$ cat src/rtl/hazard_ctrl_unit.sv
// Hazard control for the 5-stage RV32I pipeline: tracks register-use metadata
// for E/M/W, and drives forwarding selects, stall/flush/freeze and debug counters.
module hazard_ctrl_unit #(
  parameter int REG_AW = 5,
  parameter int CNT_W  = 32
) (
  input  logic              clk,
  input  logic              rst,
  input  logic [REG_AW-1:0] Rs1_D,
  input  logic [REG_AW-1:0] Rs2_D,
  input  logic [REG_AW-1:0] Rd_D,
  input  logic              RegWrite_D,
  input  logic [1:0]        ResultSrc_D,
  input  logic              PCSrc_E,
  input  logic              MemStall_M,
  output logic [1:0]        ForwardA_E,
  output logic [1:0]        ForwardB_E,
  output logic              StallF,
  output logic              StallD,
  output logic              FlushD,
  output logic              FlushE,
  output logic              StallX,
  output logic [CNT_W-1:0]  lu_stall_cnt,
  output logic [CNT_W-1:0]  br_flush_cnt
);

  localparam logic [1:0]       SRC_LOAD = 2'b01;
  localparam logic [1:0]       FWD_RD   = 2'b00;
  localparam logic [1:0]       FWD_W    = 2'b01;
  localparam logic [1:0]       FWD_M    = 2'b10;
  localparam logic [CNT_W-1:0] CNT_ONE  = {{(CNT_W-1){1'b0}}, 1'b1};
  localparam logic [CNT_W-1:0] CNT_MAX  = '1;

  logic [REG_AW-1:0] r_rs1E, r_rs2E, r_rdE, r_rdM, r_rdW;
  logic              r_regWriteE, r_regWriteM, r_regWriteW;
  logic [1:0]        r_resultSrcE, r_resultSrcM;
  logic [CNT_W-1:0]  r_luCnt, r_brCnt;

  logic       w_lwStall;
  logic       w_flushE;
  logic [1:0] w_fwdA, w_fwdB;
  logic       w_mValid, w_wValid;

  // Loads in M are not forwardable; the data only exists once it reaches W.
  assign w_mValid  = r_regWriteM && (r_rdM != '0) && (r_resultSrcM != SRC_LOAD);
  assign w_wValid  = r_regWriteW && (r_rdW != '0);
  assign w_lwStall = r_regWriteE && (r_resultSrcE == SRC_LOAD) && (r_rdE != '0) &&
                     ((Rs1_D == r_rdE) || (Rs2_D == r_rdE));
  assign w_flushE  = PCSrc_E || w_lwStall;

  always_comb begin
    w_fwdA = FWD_RD;
    w_fwdB = FWD_RD;
    if (w_mValid && (r_rdM == r_rs1E))      w_fwdA = FWD_M;
    else if (w_wValid && (r_rdW == r_rs1E)) w_fwdA = FWD_W;
    if (w_mValid && (r_rdM == r_rs2E))      w_fwdB = FWD_M;
    else if (w_wValid && (r_rdW == r_rs2E)) w_fwdB = FWD_W;
  end

  // Priority: reset, then memory freeze, then taken branch, then load-use.
  always_comb begin
    ForwardA_E = w_fwdA;
    ForwardB_E = w_fwdB;
    StallF     = 1'b0;
    StallD     = 1'b0;
    FlushD     = 1'b0;
    FlushE     = 1'b0;
    StallX     = 1'b0;
    if (rst) begin
      ForwardA_E = FWD_RD;
      ForwardB_E = FWD_RD;
      FlushD     = 1'b1;
      FlushE     = 1'b1;
    end else if (MemStall_M) begin
      StallF = 1'b1;
      StallD = 1'b1;
      StallX = 1'b1;
    end else if (PCSrc_E) begin
      FlushD = 1'b1;
      FlushE = 1'b1;
    end else if (w_lwStall) begin
      StallF = 1'b1;
      StallD = 1'b1;
      FlushE = 1'b1;
    end
  end

  always_ff @(posedge clk) begin
    if (rst) begin
      r_rs1E       <= '0;
      r_rs2E       <= '0;
      r_rdE        <= '0;
      r_regWriteE  <= 1'b0;
      r_resultSrcE <= '0;
      r_rdM        <= '0;
      r_regWriteM  <= 1'b0;
      r_resultSrcM <= '0;
      r_rdW        <= '0;
      r_regWriteW  <= 1'b0;
      r_luCnt      <= '0;
      r_brCnt      <= '0;
    end else if (!MemStall_M) begin
      r_rdW        <= r_rdM;
      r_regWriteW  <= r_regWriteM;
      r_rdM        <= r_rdE;
      r_regWriteM  <= r_regWriteE;
      r_resultSrcM <= r_resultSrcE;
      if (w_flushE) begin
        r_rs1E       <= '0;
        r_rs2E       <= '0;
        r_rdE        <= '0;
        r_regWriteE  <= 1'b0;
        r_resultSrcE <= '0;
      end else begin
        r_rs1E       <= Rs1_D;
        r_rs2E       <= Rs2_D;
        r_rdE        <= Rd_D;
        r_regWriteE  <= RegWrite_D;
        r_resultSrcE <= ResultSrc_D;
      end
      if (w_lwStall && !PCSrc_E && (r_luCnt != CNT_MAX)) r_luCnt <= r_luCnt + CNT_ONE;
      if (PCSrc_E && (r_brCnt != CNT_MAX))               r_brCnt <= r_brCnt + CNT_ONE;
    end
  end

  assign lu_stall_cnt = r_luCnt;
  assign br_flush_cnt = r_brCnt;

endmodule

$ cat config.mk
export PLATFORM = sky130hd
export DESIGN_NAME = hazard_ctrl_unit
export DESIGN_NICKNAME = d
export VERILOG_FILES = /design/src/rtl/hazard_ctrl_unit.sv
export SDC_FILE = /design/constraint.sdc
export NUM_CORES = 1
export LEC_CHECK = 0
export CAP_MARGIN = 10
export CELL_PAD_IN_SITES_DETAIL_PLACEMENT = 1
export CELL_PAD_IN_SITES_GLOBAL_PLACEMENT = 2
export CORE_ASPECT_RATIO = 0.8
export CORE_MARGIN = 8
export CORE_UTILIZATION = 33
export CTS_BUF_LIST = sky130_fd_sc_hd__clkbuf_16
export DETAILED_ROUTE_END_ITERATION = 6
export GPL_ROUTABILITY_DRIVEN = 1
export PLACE_DENSITY = 0.86
export SKIP_CTS_REPAIR_TIMING = 1
export SYNTH_ARGS = -nofsm -noshare
export SYNTH_HDL_FRONTEND = slang
export SYNTH_SLANG_ARGS = --single-unit
export TNS_END_PERCENT = 30
$ cat constraint.sdc
create_clock -name clk -period 3.35 [get_ports clk]
set_input_delay 0.335 -clock clk [delete_from_list [all_inputs] [get_ports clk]]
set_output_delay 0.335 -clock clk [all_outputs]
set_load 0.1 [all_outputs]
* Yosys cells after proc, flatten, opt, wreduce, memory -nomap -nowiden
Index checks and enable logic that the tools add are counted.
Word-level totals: logic and storage cells 69, output and inout port bits 73, register bits after elaboration 96, bits of input ports 22
Operators by class: multiplexer cells 23, eq/ne operators 10, reduce and logical (&&, ||, !) cells 21, bitwise logic cells 1, add/subtract/negate cells 2
Operators by type and width (count):
- adder 32 x 1 -> 32 bit, second input constant | 2
- != test 32 bit, second input constant | 2
- equality test 5 bit | 6
- 2-to-1 mux 1 bit | 15
- 2-to-1 mux 5 bit | 3
- nonzero test 5 bit | 3
- logical AND 1 bit | 13
- 2-to-1 mux 2 bit | 5
- AND reduction 2 bit | 2
- equality test 2 x 1 -> 1 bit, second input constant | 1
- logical OR 1 bit | 2
- != test 2 x 1 -> 1 bit, second input constant | 1
- logical NOT 1 bit | 1
- NOT 1 bit | 1

* Logic depth before layout (Yosys ltp)
Gate-level depths: netlist of the first run.
word-level depth 8, mapped depth 9, gate-level depth less buffers 7

* Least setup slack after synthesis of the first run
Ideal clock, no wire load.
path kind reg2out, from reg r_rdM[0], to out ForwardA_E[0], path slack -1.160 ns, data arrival time 4.175 ns, path buffers 0, stages on the path, launching flop included 5, data required time 3.015 ns, path through dfxtp_1 or4_1 o221ai_1 nor3_1 nor4_1
On the way: cells in the longest elaborated chain, start to end 6, elaborated cells between the ends (all ways) 7, those cells by class 1 x eq/ne; 2 x mux; 4 x reduce/logical
Ends and longest elaborated chain:
- start, declared | line 34 | logic [REG_AW-1:0] r_rs1E, r_rs2E, r_rdE, r_rdM, r_rdW;
- start signal, assigned | line 105 | r_rdM <= r_rdE;
- nonzero test 5 bit | line 45 | assign w_mValid = r_regWriteM && (r_rdM != '0) && (r_resultSrcM != SRC_LOAD);
- logical AND 1 bit (2 in series) | line 45
- logical AND 1 bit * | line 54 | if (w_mValid && (r_rdM == r_rs1E)) w_fwdA = FWD_M;
- 2-to-1 mux 2 bit * | line 54
- 2-to-1 mux 2 bit * | line 69 | if (rst) begin
- end, declared | line 16 | output logic [1:0] ForwardA_E,
Mark *: on every way between the ends. The rest lies on a longest branch, timed or not.

* Worst setup path after layout of the first run
from reg r_rdM[0], to out ForwardB_E[0]
On the way: cells in the longest elaborated chain, start to end 6, elaborated cells between the ends (all ways) 7, those cells by class 1 x eq/ne; 2 x mux; 4 x reduce/logical
Ends and longest elaborated chain:
- nonzero test 5 bit | line 45
- logical AND 1 bit (2 in series) | line 45
- logical AND 1 bit * | line 56 | if (w_mValid && (r_rdM == r_rs2E)) w_fwdB = FWD_M;
- 2-to-1 mux 2 bit * | line 56
- 2-to-1 mux 2 bit * | line 69
- end, declared | line 17 | output logic [1:0] ForwardB_E,
Marks and branches as above.

==> run_results.csv, run 1 <==
group,metric,value,unit
outcome,outcome,"complete, no violations",
min_path,min_path_type,"reg2reg",
flow_run,drv_cap,0,
critical_path,cp.arrival,2.50,ns
floorplan,initial_core_util,33.46,%
grt,grt_pass1_wl,23.20,mm
timing,max_freq,0.3522,GHz
synth,ys.flop_type,"dfxtp_1",
timing,rsz0062_at_grt,"false",
final_layout,layout_common_cells,"dfxtp_1 (96), clkdlybuf4s50_1 (84), nor2_1 (63)",
synth,syn_area_per_cell,8.800,um^2
synth,synth.ff_latch_count,96,
floorplan,die_area,0.01846,mm^2
power_and_ir_drop,ir_worst_vdd,0.0002293,V
power_and_ir_drop,p_int,1968,uW
clock_tree,clkLatencyLatePin,0.35,ns
grt,grt_pass1_vias,4396,
critical_path,crit_type,"reg2out",
timing,max_slew_margin,32.16,%
floorplan,coreArea,0.01415,mm^2
place,io_buffers,94,
grt,grt_max_degree,91,
critical_path,critical_path_peak_fanout,5,
drt,vias,4303,
synth,syn_inst,538,
power_and_ir_drop,finalPower,2558,uW
clock_tree,cts_root_buf,"clkbuf_16",
power_and_ir_drop,clockPowerShare,47.1,%
timing,fin_crit,2.839,ns
synth,yosysUniqueCellTypes,52,
final_layout,layout_commonest_cell,"dfxtp_1",
synth,yosysWarnings,0,
power_and_ir_drop,sw_frac_of_total,23.09,%
power_and_ir_drop,leakagePower,0.002233,uW
grt,grt_overflow,0,
clock_tree,htreeDepth,3,
clock_tree,clock_path_buffers,2,
synth,synth_nets,562,
synth,synthArstFlopShare,0,%
timing,final-hold-violation-count,0,
power_and_ir_drop,power_frac_comb,7.1,%
final_layout,drive_gt1_share,7.619,%
power_and_ir_drop,p_seq_share,45.8,%
synth,synth_edf_count,0,
clock_tree,cts_tree,"done",
clock_tree,clk_pin_slew,0.07,ns
timing,tightest_slew,1.014,ns
final_layout,antennaDiodeCount,0,
clock_tree,cts.sinks,96,
drt,post-route-drc-count,0,
synth,synth_area,0.004735,mm^2
synth,synth.yosys.seq_area_share,40.59,%
critical_path,critPathRequiredTime,3.01,ns
floorplan,die_h,123.1,um
drt,drt-total-wl,14.31,mm
floorplan,die_w,149.9,um
place,dpl.hpwl,10.67,mm
floorplan,rows,39,
place,place_congestion,0.8074,
grt,antenna_found_initial,0,
drt,via_per_inst,5.286,
critical_path,start_kind,"flip-flop",
power_and_ir_drop,cellPowerDensity,409.1,mW/mm^2
final_layout,nFillCells,1611,
floorplan,io_pins,95,
drt,post_drt_wl_per_cell,17.57,um
grt,track_usage,15.63,%
timing,setup_violations,0,
drt,drt_iter0_drc,204,
final_layout,syn_to_final_growth,32.08,%
clock_tree,cts_buffers,9,
drt,first_pass_iters,4,
critical_path,setup.worst_path.end_class,"output port",
final_layout,final_core_util,44.19,%
power_and_ir_drop,p_switching,590.8,uW
drt,postRouteAntennaNets,0,
timing,period_share,84.75,%
timing,clock_skew,0.009774,ns
final_layout,final_nets,649,
timing,drv_slew,0,
## cell usage after synthesis, types with 4 or more instances
| cell type | count | area [um^2] |
|---|---|---|
| nor3_1 | 13 | 65.06 |
| xnor2_1 | 34 | 297.8 |
| nand3_1 | 32 | 160.2 |
| dfxtp_1 | 96 | 1922 |
| a22o_1 | 18 | 157.7 |
| mux2i_1 | 15 | 150.1 |
| or4_1 | 11 | 82.58 |
| and3_1 | 13 | 81.33 |
| nand4_1 | 26 | 162.7 |
| inv_1 | 4 | 15.01 |
| o21ai_1 | 8 | 40.04 |
| nor2_1 | 63 | 236.5 |
| clkbuf_1 | 12 | 45.04 |
| a21oi_1 | 23 | 115.1 |
| and4_1 | 8 | 70.07 |
| o21ai_0 | 11 | 55.05 |
| nand2_1 | 31 | 116.4 |
| or3_1 | 15 | 93.84 |
| xor2_1 | 31 | 271.5 |
| buf_2 | 5 | 25.02 |
| nor4_1 | 7 | 43.79 |
| buf_1 | 4 | 15.01 |
| nor2b_1 | 11 | 68.82 |
## metal layers
| metal | up-vias | part of all wire [%] | global-route usage [%] |
|---|---|---|---|
| met1 | 2083 | 48 | 19.61 |
| met3 | 12 | 5.4 | 4.572 |
| met5 | - | 0 | 0 |
| met2 | 90 | 45 | 25.65 |
| met4 | 0 | 1.2 | 4.611 |
| li1 | 2118 | - | - |
## per-stage QoR
step | setup WS [ns] | instance area (um^2) | hold WS (ns) | TNS [ns] | instances
after detailed placement | 0.7015 | 5902 | 0.4929 | 0 | 798
after CTS | 0.4696 | 6254 | 0.5096 | 0 | 814
final | 0.5109 | 6254 | 0.5035 | 0 | 814
after global routing | 0.3869 | 6254 | 0.5449 | 0 | 814
after global placement | 0.7547 | 5902 | 0.4853 | 0 | 798
after floorplan | -1.160 | 4741 | 0.4557 | -2.583 | 538
## critical path, stage by stage (launching register included)
cell and delay [ns]:
dfxtp_1 0.36, or4_1 0.57, o221ai_1 0.39, nor3_1 0.12
nor4_1 0.48, buf_12 0.24
## worst paths after layout
kind	from	endpoint	slack [ns]	cells after the start
worst min register to register	r_resultSrcM[0]	r_resultSrcM[0]	0.50	2
worst min-delay path	r_resultSrcM[0]	r_resultSrcM[0]	0.50	2
worst max register to register	br_flush_cnt[8]	br_flush_cnt[9]	0.68	6
worst max-delay path	r_rdM[0]	ForwardB_E[0]	0.51	5
## kinds of logic after synthesis
logic type               share of synthesized area, %
adder cells (fa/ha/maj)                        0.5285
AND/OR/NAND/NOR                                 29.04
XOR/XNOR                                        12.02
flip-flops                                      40.59
buffers and inverters                           2.907
AO/OA/AOI/OAI                                   10.78
multiplexers                                    4.122
## flip-flops by register name, summed over array words and instances (netlist names)
signal,count
lu_stall_cnt,32
r_regWriteW,1
br_flush_cnt,32
r_rs1E,5
r_rs2E,5
r_rdW,5
r_regWriteE,1
r_regWriteM,1
r_rdM,5
r_resultSrcE,2
r_resultSrcM,2
r_rdE,5
## area by class of cell
class                   instances  area (um^2)  share of cell area (%)
flip-flops and latches         96         1922                   30.73
clock buffers                   9        225.2                   3.601
multi-input cells             413         2681                   42.88
clock inverters                 7        126.4                   2.021
repair buffers                101         1054                   16.85
well taps                     184        230.2                   3.681
inverters                       4        15.01                  0.2401
## power groups by stage
stage	clock [uW]	sequential (uW)	combinational, uW
2_1_floorplan	0	1200	104
3_3_place_gp	0	1200	178
3_5_place_dp	0	1200	183
4_1_cts	1240	1170	183
5_1_grt	1280	1170	194
6_report	1210	1170	181
No activity file was read; power rests on OpenSTA's default activity.
==> inputs of run 2 (changes only) <==
--- a/config.mk
+++ b/config.mk
@@ -10,11 +10,11 @@
 export CELL_PAD_IN_SITES_GLOBAL_PLACEMENT = 2
 export CORE_ASPECT_RATIO = 0.8
 export CORE_MARGIN = 8
-export CORE_UTILIZATION = 33
+export CORE_UTILIZATION = 31
 export CTS_BUF_LIST = sky130_fd_sc_hd__clkbuf_16
 export DETAILED_ROUTE_END_ITERATION = 6
 export GPL_ROUTABILITY_DRIVEN = 1
-export PLACE_DENSITY = 0.86
+export PLACE_DENSITY = 0.81
 export SKIP_CTS_REPAIR_TIMING = 1
 export SYNTH_ARGS = -nofsm -noshare
 export SYNTH_HDL_FRONTEND = slang
==> constraint.sdc (replaced) <==
create_clock -name clk -period 2.84 [get_ports clk]
set_input_delay 0.284 -clock clk [delete_from_list [all_inputs] [get_ports clk]]
set_output_delay 0.284 -clock clk [all_outputs]
set_load 0.1 [all_outputs]
==> run 2 against run 1 <==
First-iteration DRC count decreased by 22%. Clock power barely moved. Register-to-register slack got worse by 0.35 ns. Final area is 2.2% lower. Critical path type unchanged. Cell count rose by 1.4%. Setup slack worse by 0.27 ns. Clock-buffer cell count is the same. Largest cell class unchanged.
==> run_results.csv, run 2 (synthesized netlist as in run 1, its figures left out) <==
group,metric,value,unit
clock_tree,clock_path_buffers,2,
final_layout,syn_to_final_growth,29.15,%
drt,first_pass_iters,4,
timing,tightest_slew,1.009,ns
timing,period_share,91.57,%
grt,grt_pass1_vias,4525,
grt,grt_overflow,0,
clock_tree,cts_tree,"done",
power_and_ir_drop,finalPower,2801,uW
floorplan,io_pins,95,
clock_tree,htreeDepth,3,
timing,rsz0062_at_grt,"false",
outcome,outcome,"complete, no violations",
critical_path,critical_path_peak_fanout,5,
min_path,min_path_type,"in2reg",
place,place_congestion,0.8340,
grt,antenna_found_initial,0,
clock_tree,cts_buffers,9,
final_layout,layout_common_cells,"dfxtp_1 (96), buf_4 (79), nor2_1 (62)",
drt,post_drt_wl_per_cell,17.17,um
clock_tree,cts.sinks,96,
power_and_ir_drop,cellPowerDensity,458.1,mW/mm^2
timing,timing.hold.ws,0.2650,ns
floorplan,die_w,154.2,um
grt,grt_max_degree,51,
drt,vias,4331,
place,dp_cells,809,
floorplan,rows,40,
power_and_ir_drop,leakagePower,0.002373,uW
drt,postRouteAntennaNets,0,
clock_tree,clkLatencyLatePin,0.35,ns
floorplan,die_h,126.5,um
power_and_ir_drop,ir_worst_vdd,0.0002476,V
final_layout,final_cells,825,
grt,track_usage,14.75,%
floorplan,die_area,0.01951,mm^2
clock_tree,cts_root_buf,"clkbuf_16",
timing,clock_skew,0.006017,ns
final_layout,layout_commonest_cell,"dfxtp_1",
critical_path,cp.arrival,2.32,ns
drt,drt_iter0_drc,160,
final_layout,antennaDiodeCount,0,
grt,grt_pass1_wl,23.67,mm
place,io_buffers,94,
place,dpl.hpwl,10.75,mm
critical_path,start_kind,"flip-flop",
final_layout,final_core_util,40.86,%
timing,max_slew_margin,32.24,%
drt,via_per_inst,5.250,
timing,setup_violations,0,
critical_path,critPathRequiredTime,2.56,ns
timing,final-hold-violation-count,0,
floorplan,coreArea,0.01496,mm^2
timing,fin_crit,2.601,ns
drt,post-route-drc-count,0,
critical_path,crit_type,"reg2out",
timing,drv_slew,0,
drt,drt-total-wl,14.17,mm
final_layout,drive_gt1_share,19.18,%
critical_path,setup.worst_path.end_class,"output port",
floorplan,initial_core_util,31.64,%
flow_run,drv_cap,0,
final_layout,final_nets,655,
clock_tree,clk_pin_slew,0.08,ns
timing,max_freq,0.3845,GHz
run 2: cell count changes in the layout (fill, tap and decap cells not counted), sizes merged:
cell / delta
buf: +70
bufinv: -3
clkdlybuf4s50: -64
clkinv: +2
clkinvlp: -1
inv: +2
run 2: per-layer routing:
layer	global-route usage (%)	vias up	wire, um
met5	0	-	0
met4	4.140	0	153
met3	3.665	11	538
met2	24.30	72	6495
met1	18.80	2125	6978
li1	-	2123	-
run 2: final timing paths:
kind | startpoint | endpoint | slack (ns) | depth (start not counted)
setup / recovery | r_rdM[0] | ForwardA_E[0] | 0.24 | 5
hold / removal | rst | r_rdW[0] | 0.27 | 2
setup reg to reg | lu_stall_cnt[1] | lu_stall_cnt[27] | 0.33 | 8
hold reg to reg | lu_stall_cnt[7] | lu_stall_cnt[7] | 0.50 | 2
run 2: report_power, final:
| group | internal (uW) | total, uW | switching (uW) |
|---|---|---|---|
| clock network | 615 | 1200 | 587 |
| registers | 1360 | 1380 | 21.5 |
| logic | 90.8 | 218 | 127 |
run 2: layout make-up:
class | instances | area, um^2
Clock buffer | 9 | 225.2
Clock inverter | 7 | 63.81
Fill cell | 1731 | 8850
Inverter | 4 | 15.01
Multi-Input combinational cell | 413 | 2714
Sequential cell | 96 | 1922
Tap cell | 189 | 236.5
Timing Repair Buffer | 107 | 938.4
run 2: through the flow:
step           TNS, ns  setup slack, ns  cell area, um^2
6_report             0           0.2394             6115
5_1_grt              0           0.1178             6115
4_1_cts              0           0.1057             6108
3_5_place_dp         0           0.2109             5819
3_3_place_gp         0           0.2861             5819
2_1_floorplan   -3.836           -1.067             4767
run 2: worst max-delay path, stage by stage (launching register included):
cell	delay, ns
dfxtp_1	0.37
or4_1	0.59
o221ai_2	0.29
nor3_1	0.12
nor4_2	0.38
buf_12	0.22
==> inputs of run 3 (changes only) <==
==> constraint.sdc (replaced) <==
create_clock -name clk -period 2.8 [get_ports clk]
set_input_delay 0.28 -clock clk [delete_from_list [all_inputs] [get_ports clk]]
set_output_delay 0.28 -clock clk [all_outputs]
set_load 0.1 [all_outputs]
==> run 3 against run 2 <==
Utilization hardly changed. First-iteration DRC count is 29% higher. Clock-buffer cell count stayed put. Critical path type unchanged. Via count is 0.62% higher. Power is 0.99% higher.
==> run_results.csv, run 3 (synthesized netlist as in run 1, its figures left out) <==
group,metric,value,unit
critical_path,critical_path_peak_fanout,5,
clock_tree,clock_path_buffers,2,
min_path,min_path_type,"in2reg",
timing,timing.hold.ws,0.2331,ns
final_layout,layout_common_cells,"dfxtp_1 (92), buf_4 (79), nor2_1 (62)",
critical_path,cpMaxStageDelayCell,"or4_1",
clock_tree,cts_buffers,9,
floorplan,initial_core_util,31.64,%
timing,clock_skew,0.007422,ns
final_layout,drive_gt1_share,19.65,%
timing,max_freq,0.3814,GHz
critical_path,rrSetupSlack,0.30,ns
timing,max_slew_margin,32.30,%
clock_tree,cts.sinks,96,
critical_path,crit_chain,"or4_1 -> o221ai_2 -> nor3_1 -> nor4_2 -> buf_12",
clock_tree,cts_tree,"done",
drt,drt_iter0_drc,206,
grt,grt_pass1_wl,23.24,mm
place,io_buffers,94,
clock_tree,clk_pin_slew,0.08,ns
grt,antenna_found_initial,0,
timing,setup_violations,0,
critical_path,cp.arrival,2.34,ns
min_path,hold_depth,2,
final_layout,nFillCells,1752,
drt,drt-total-wl,13.99,mm
critical_path,critPathRequiredTime,2.52,ns
critical_path,start_kind,"flip-flop",
final_layout,syn_to_final_growth,29.10,%
drt,via_per_inst,5.282,
drt,postRouteAntennaNets,0,
place,place_congestion,0.8126,
place,dpl.hpwl,10.63,mm
timing,rsz0062_at_grt,"false",
final_layout,antennaDiodeCount,0,
floorplan,die_w,154.2,um
floorplan,die_h,126.5,um
critical_path,critical-path-max-stage-delay,0.60,ns
min_path,hold_end,"r_rdM[1]",
floorplan,rows,40,
clock_tree,clkLatencyLatePin,0.36,ns
timing,final-hold-violation-count,0,
drt,first_pass_iters,4,
final_layout,final_nets,655,
grt,grt_overflow,0,
grt,track_usage,14.66,%
min_path,hp-start,"rst",
drt,post_drt_wl_per_cell,16.95,um
place,pre_cts_ws,0.09505,ns
timing,drv_slew,0,
final_layout,layout_commonest_cell,"dfxtp_1",
final_layout,stdcell_area,0.006112,mm^2
floorplan,coreArea,0.01496,mm^2
power_and_ir_drop,cellPowerDensity,462.9,mW/mm^2
floorplan,die_area,0.01951,mm^2
flow_run,drv_cap,0,
clock_tree,cts_root_buf,"clkbuf_16",
critical_path,timing.rr.end,"lu_stall_cnt[9]",
power_and_ir_drop,ir_worst_vdd,0.0003025,V
timing,fin_ws,0.1779,ns
critical_path,cp_top_family,"simple AND/OR/NAND/NOR gates",
floorplan,io_pins,95,
critical_path,setup.worst_path.end_class,"output port",
critical_path,reg2reg_from,"lu_stall_cnt[0]",
critical_path,crit_type,"reg2out",
timing,period_share,93.65,%
timing,tightest_slew,1.008,ns
critical_path,cp_num_buf_inv,1,
place,postPlaceCellArea,0.005821,mm^2
clock_tree,htreeDepth,3,
power_and_ir_drop,leakagePower,0.002368,uW
grt,grt_pass1_vias,4507,
outcome,outcome,"complete, no violations",
drt,post-route-drc-count,0,
drt,vias,4358,
critical_path,rr_worst_depth,7,
timing,fin_crit,2.622,ns
grt,grt_max_degree,49,
-- run 3: worst max path at each step --
stage	from	end	slack (ns)	cells past startpoint
global route	r_rdM[0]	ForwardA_E[0]	0.04	5
finish	r_rdM[0]	ForwardA_E[0]	0.18	5
detailed placement	MemStall_M	lu_stall_cnt[16]	0.1	7
CTS	r_rdM[0]	ForwardA_E[0]	0.04	5
floorplan	r_rdM[1]	ForwardA_E[1]	-1.10	3
global placement	Rs1_D[0]	lu_stall_cnt[18]	0.19	8
-- run 3: per-stage QoR --
stage                     power [uW]  utilization, %  setup TNS [ns]  std cells
after floorplan                 1565               -          -2.877        538
after global placement          1651           38.90               0        809
after detailed placement        1655           38.90               0        809
after CTS                       2876           40.80               0        825
after global routing            2946           40.84               0        825
final                           2829           40.84               0        825
-- run 3: area by class of cell --
| cell class | instances | area (um^2) | share of cell area, % |
|---|---|---|---|
| multi-input combinational | 413 | 2710 | 44.34 |
| sequential | 96 | 1927 | 31.53 |
| timing repair buffer | 107 | 938.4 | 15.35 |
| tap | 189 | 236.5 | 3.869 |
| clock buffer | 9 | 225.2 | 3.685 |
| clock inverter | 7 | 60.06 | 0.9826 |
| inverter | 4 | 15.01 | 0.2457 |
-- run 3: metal layers --
metal	global-route usage (%)	wire length, um	up-vias
met5	0	0	-
met2	23.96	6434	78
li1	-	-	2125
met4	4.313	157	0
met1	18.30	6773	2142
met3	4.445	621	13
-- run 3: report_power, final --
group	leakage, uW	total (uW)	switching (uW)	internal, uW
Clock	0.000137	1210	590	619
Sequential	0.000778	1400	20.5	1380
Combinational	0.00145	220	128	92.4
==> patch 1, RTL diff (settings of run 1) <==
The parameter `CNT_W` goes from 32 to 64.
--- a/src/rtl/hazard_ctrl_unit.sv
+++ b/src/rtl/hazard_ctrl_unit.sv
@@ -3,5 +3,5 @@
 module hazard_ctrl_unit #(
   parameter int REG_AW = 5,
-  parameter int CNT_W  = 32
+  parameter int CNT_W  = 64
 ) (
   input  logic              clk,
Interface: changed (resized br_flush_cnt and lu_stall_cnt); port bits go from 95 to 159. The function was not compared with the original's and may differ.
==> patch 1 against run 1 <==
  * Sequential cell count rose by 64
  * Sequential power rose by 65%
  * Cell count rose by 71%
  * Synthesized area increased by 62%
  * Wire length grew 68%
  * Total power grew 63%
  * Clock power grew 69%
  * Setup slack worse by 0.15 ns
  * Design area rose by 65%
  * Combinational power increased by 8%
  * Largest power group unchanged
==> patch 1: results (changes against run 1) <==
stage	metric	value	unit	change
clock_tree	htreeDepth	4		was 3
placed_design	gp_congestion	0.801		was 0.807
cells_and_area	nMultiInputCombCells	703		was 413
power	power.internal	3180	uW	was 1970 uW
routing	wl_per_cell	17.3	um	was 17.6 um
timing	worst_pin_slew	1.07	ns	was 1.01 ns
global_routing	grt_pass1_wl	40.3	mm	was 23.2 mm
cells_and_area	fillCellCount	2720		was 1611
placed_design	placed_cell_area	9690	sq um	was 5900 sq um
placed_design	dp_hpwl	17.6	mm	was 10.7 mm
clock_tree	clock_latency	0.43	ns	was 0.35 ns
cells_and_area	non_clock_inverter_count	9		was 4
yosys	yosysUniqueCellTypes	50		was 52
routing	totalWireLength	24.1	mm	was 14.3 mm
routing	dr.pass1.iters	6		was 4
min_path	min_from	rst		was r_resultSrcM[0]
yosys	muxShareOfSynthArea	2.25	%	was 4.12%
outcome	status	complete, no violations		unchanged
cells_and_area	area.sequential	3200	sq um	was 1920 sq um
global_routing	grt_usage	17.0	%	was 15.6%
yosys	yosys-top-cells-area	dfxtp_1 (42%), xor2_1 (11%), nor2_1 (7.8%), nand3_1 (5.1%), nand4_1 (4.7%)		was dfxtp_1 (41%), xnor2_1 (6.3%), xor2_1 (5.7%), nor2_1 (5.0%), nand4_1 (3.4%)
cells_and_area	buf_share	17.4	%	was 16.8%
global_routing	first_global_vias	7358		was 4396
power	peakVddDrop	0.000324	V	was 0.000229 V
cells_and_area	multi_input_area_share	41.4	%	was 42.9%
power	seq_power_share	46.3	%	was 45.8%
power	power_clock	2040	uW	was 1210 uW
cells_and_area	drive_above_1_share	7.58	%	was 7.62%
placed_design	pre_cts_ws	0.389	ns	was 0.701 ns
yosys	yosysSeqAreaShare	41.8	%	was 40.6%
yosys	synth_common_cells	dfxtp_1 (160), nor2_1 (159), xor2_1 (92), nand3_1 (78), nand4_1 (57)		was dfxtp_1 (96), nor2_1 (63), xnor2_1 (34), nand3_1 (32)
yosys	synth_adder_area_share	0.327	%	was 0.529%
-- patch 1: cell types whose count changed after synthesis, moves of 11 or more --
cell / run 1 / this run
nor4_1: 7 / 18
xor2_1: 31 / 92
nand3_1: 32 / 78
nand4_1: 26 / 57
clkbuf_1: 12 / 30
nor2_1: 63 / 159
nand2_1: 31 / 52
and3_1: 13 / 30
dfxtp_1: 96 / 160
-- patch 1: per-layer routing --
metal  vias to the layer above  track usage (%)  wire (um)
met5                         -                0          0
met4                         0             3.81        178
met3                        14             4.60       1300
met2                       137             26.1      10600
met1                      3425             23.3      12000
li1                       3523                -          -
-- patch 1: final timing paths --
path | cells after the start | slack, ns | endpoint
worst min register to register | 2 | 0.50 | lu_stall_cnt[42]
worst max-delay path | 5 | 0.36 | ForwardB_E[0]
worst max register to register | 7 | 0.45 | lu_stall_cnt[50]
worst min-delay path | 2 | 0.42 | r_rdM[0]
==> patch 2, RTL diff (config.mk and constraints of run 1) <==
Made on the original files. Register the output `br_flush_cnt` once more, with the module's reset; this adds one clock of latency there. The other outputs are not delayed to match.
--- a/src/rtl/hazard_ctrl_unit.sv
+++ b/src/rtl/hazard_ctrl_unit.sv
@@ -125,5 +125,11 @@
 
   assign lu_stall_cnt = r_luCnt;
-  assign br_flush_cnt = r_brCnt;
+  always_ff @(posedge clk) begin
+    if (rst) begin
+      br_flush_cnt <= '0;
+    end else begin
+      br_flush_cnt <= r_brCnt;
+    end
+  end
 
 endmodule
Behaviour: not the same (a bounded check fails within 4 cycles, from zero or initial values and one cycle with rst high).
==> patch 2 against run 1 <==
  * Total power increased by 40%
  * Hold slack got worse by 0.17 ns
  * First-iteration DRC count increased by 15%
  * Setup slack got worse by 0.22 ns
  * Core utilization increased by 0.30 points
  * Clock power increased by 52%
  * Wire length increased by 10%
  * Sequential cell count increased by 32
  * Synthesized area increased by 17%
  * Synthesized cell count increased by 10%
  * Critical path depth unchanged
  * Design area increased by 17%
  * Highest routed layer unchanged
==> patch 2: results (changes against run 1) <==
stage	metric	value	unit	change
cells_and_area	final_nets	708		was 649
global_routing	grt_max_degree	81		was 91
outcome	status	complete, no violations		unchanged
routing	wl_met2	7.51	mm	was 6.51 mm
worst_setup_path	worstPathArrival	2.72	ns	was 2.50 ns
clock_tree	clock_latency	0.42	ns	was 0.35 ns
yosys	async_reset_ff_share	0	%	unchanged
yosys	yosysSeqAreaShare	46.4	%	was 40.6%
timing	fin_crit_sh	91.3	%	was 84.7%
timing	max_slew_margin	33.7	%	was 32.2%
yosys	synth.net_count	616		was 562
placed_design	gp_congestion	0.846		was 0.807
routing	totalWireLength	15.8	mm	was 14.3 mm
min_path	hp-class	input pin to flop		was flop to flop
worst_setup_path	slowest_stage	nor4_1		was or4_1
yosys	synth_adder_area_share	0.453	%	was 0.529%
global_routing	first_global_vias	4956		was 4396
clock_tree	htreeDepth	4		was 3
yosys	synth-xor-area-share	9.64	%	was 12.0%
timing	hold_slack	0.330	ns	was 0.504 ns
yosys	synth_common_cells	dfxtp_1 (128), nor2_1 (64), nand2_1 (41), xor2_1 (39), nor2b_1 (38)		was dfxtp_1 (96), nor2_1 (63), xnor2_1 (34), nand3_1 (32)
worst_setup_path	slowest_delay	0.67	ns	was 0.57 ns
worst_setup_path	rrSetupSlack	0.70	ns	was 0.68 ns
clock_tree	cts_buffers	17		was 9
cells_and_area	fillCellCount	1853		was 1611
yosys	yosys-top-cells-area	dfxtp_1 (46%), xor2_1 (6.2%), nor2_1 (4.3%), nor2b_1 (4.3%), xnor2_1 (3.2%)		was dfxtp_1 (41%), xnor2_1 (6.3%), xor2_1 (5.7%), nor2_1 (5.0%), nand4_1 (3.4%)
routing	via_per_inst	5.08		was 5.29
placed_design	placed_cell_area	6720	sq um	was 5900 sq um
placed_design	pre_cts_ws	0.591	ns	was 0.701 ns
placed_design	dp_hpwl	11.4	mm	was 10.7 mm
power	leakagePower	0.00273	uW	was 0.00223 uW
global_routing	grt_pass1_wl	26.2	mm	was 23.2 mm
power	peakVddDrop	0.000337	V	was 0.000229 V
timing	fin_skew	0.00859	ns	was 0.00977 ns
global_routing	grt_usage	15.2	%	was 15.6%
yosys	synth_compound_area_share	10.1	%	was 10.8%
## patch 2: cells by family (layout without fill, tap and decap cells)
family                     count (synthesis)  after routing
and+or+nand+nor                          268            268
adders and majority gates                  2              2
AOI/OAI and AO/OA                         74             74
buffers and inverters                     40            145
xor gates and xnor gates                  60             60
muxes                                     20             20
DFF                                      128            128
## patch 2: area by class of cell
cell class	count	share of cell area, %
Multi-Input combinational cell	424	38.1
Sequential cell	128	35.0
Timing Repair Buffer	103	14.5
Clock buffer	17	5.81
Tap cell	220	3.76
Clock inverter	15	2.34
Inverter	10	0.513
## patch 2: final timing paths
kind	start	end	cells past startpoint
setup / recovery	r_rdM[0]	ForwardB_E[0]	5
hold / removal	rst	r_brCnt[6]	2
hold reg to reg	r_brCnt[14]	br_flush_cnt[14]	1
setup reg to reg	lu_stall_cnt[2]	lu_stall_cnt[31]	6
## patch 2: worst reg2reg max path, stage by stage, from the launching register on
cell and delay, ns:
dfxtp_1 0.42, and2_1 0.17, nand4_1 0.42, nor4_2 0.51, nand3_1 0.37, o311ai_0 0.49, o41ai_1 0.15
## patch 2: stage by stage
step / util (%) / instances / TNS (ns)
final: 44.5 / 917 / 0
after global routing: 44.5 / 917 / 0
after CTS: 44.5 / 917 / 0
after detailed placement: 40.9 / 885 / 0
after global placement: 40.9 / 885 / 0
after floorplan: - / 592 / -2.76
## patch 2: routing by layer
layer	up-vias	global-route usage, %
met5	-	0
met4	0	4.47
met3	18	5.52
met2	83	25.0
met1	2260	18.3
li1	2296	-
## patch 2: power by group
| group | internal (uW) | total [uW] | switching [uW] |
|---|---|---|---|
| Combinational | 74.5 | 184 | 109 |
| Sequential | 1540 | 1560 | 18.8 |
| Clock | 1160 | 1840 | 682 |
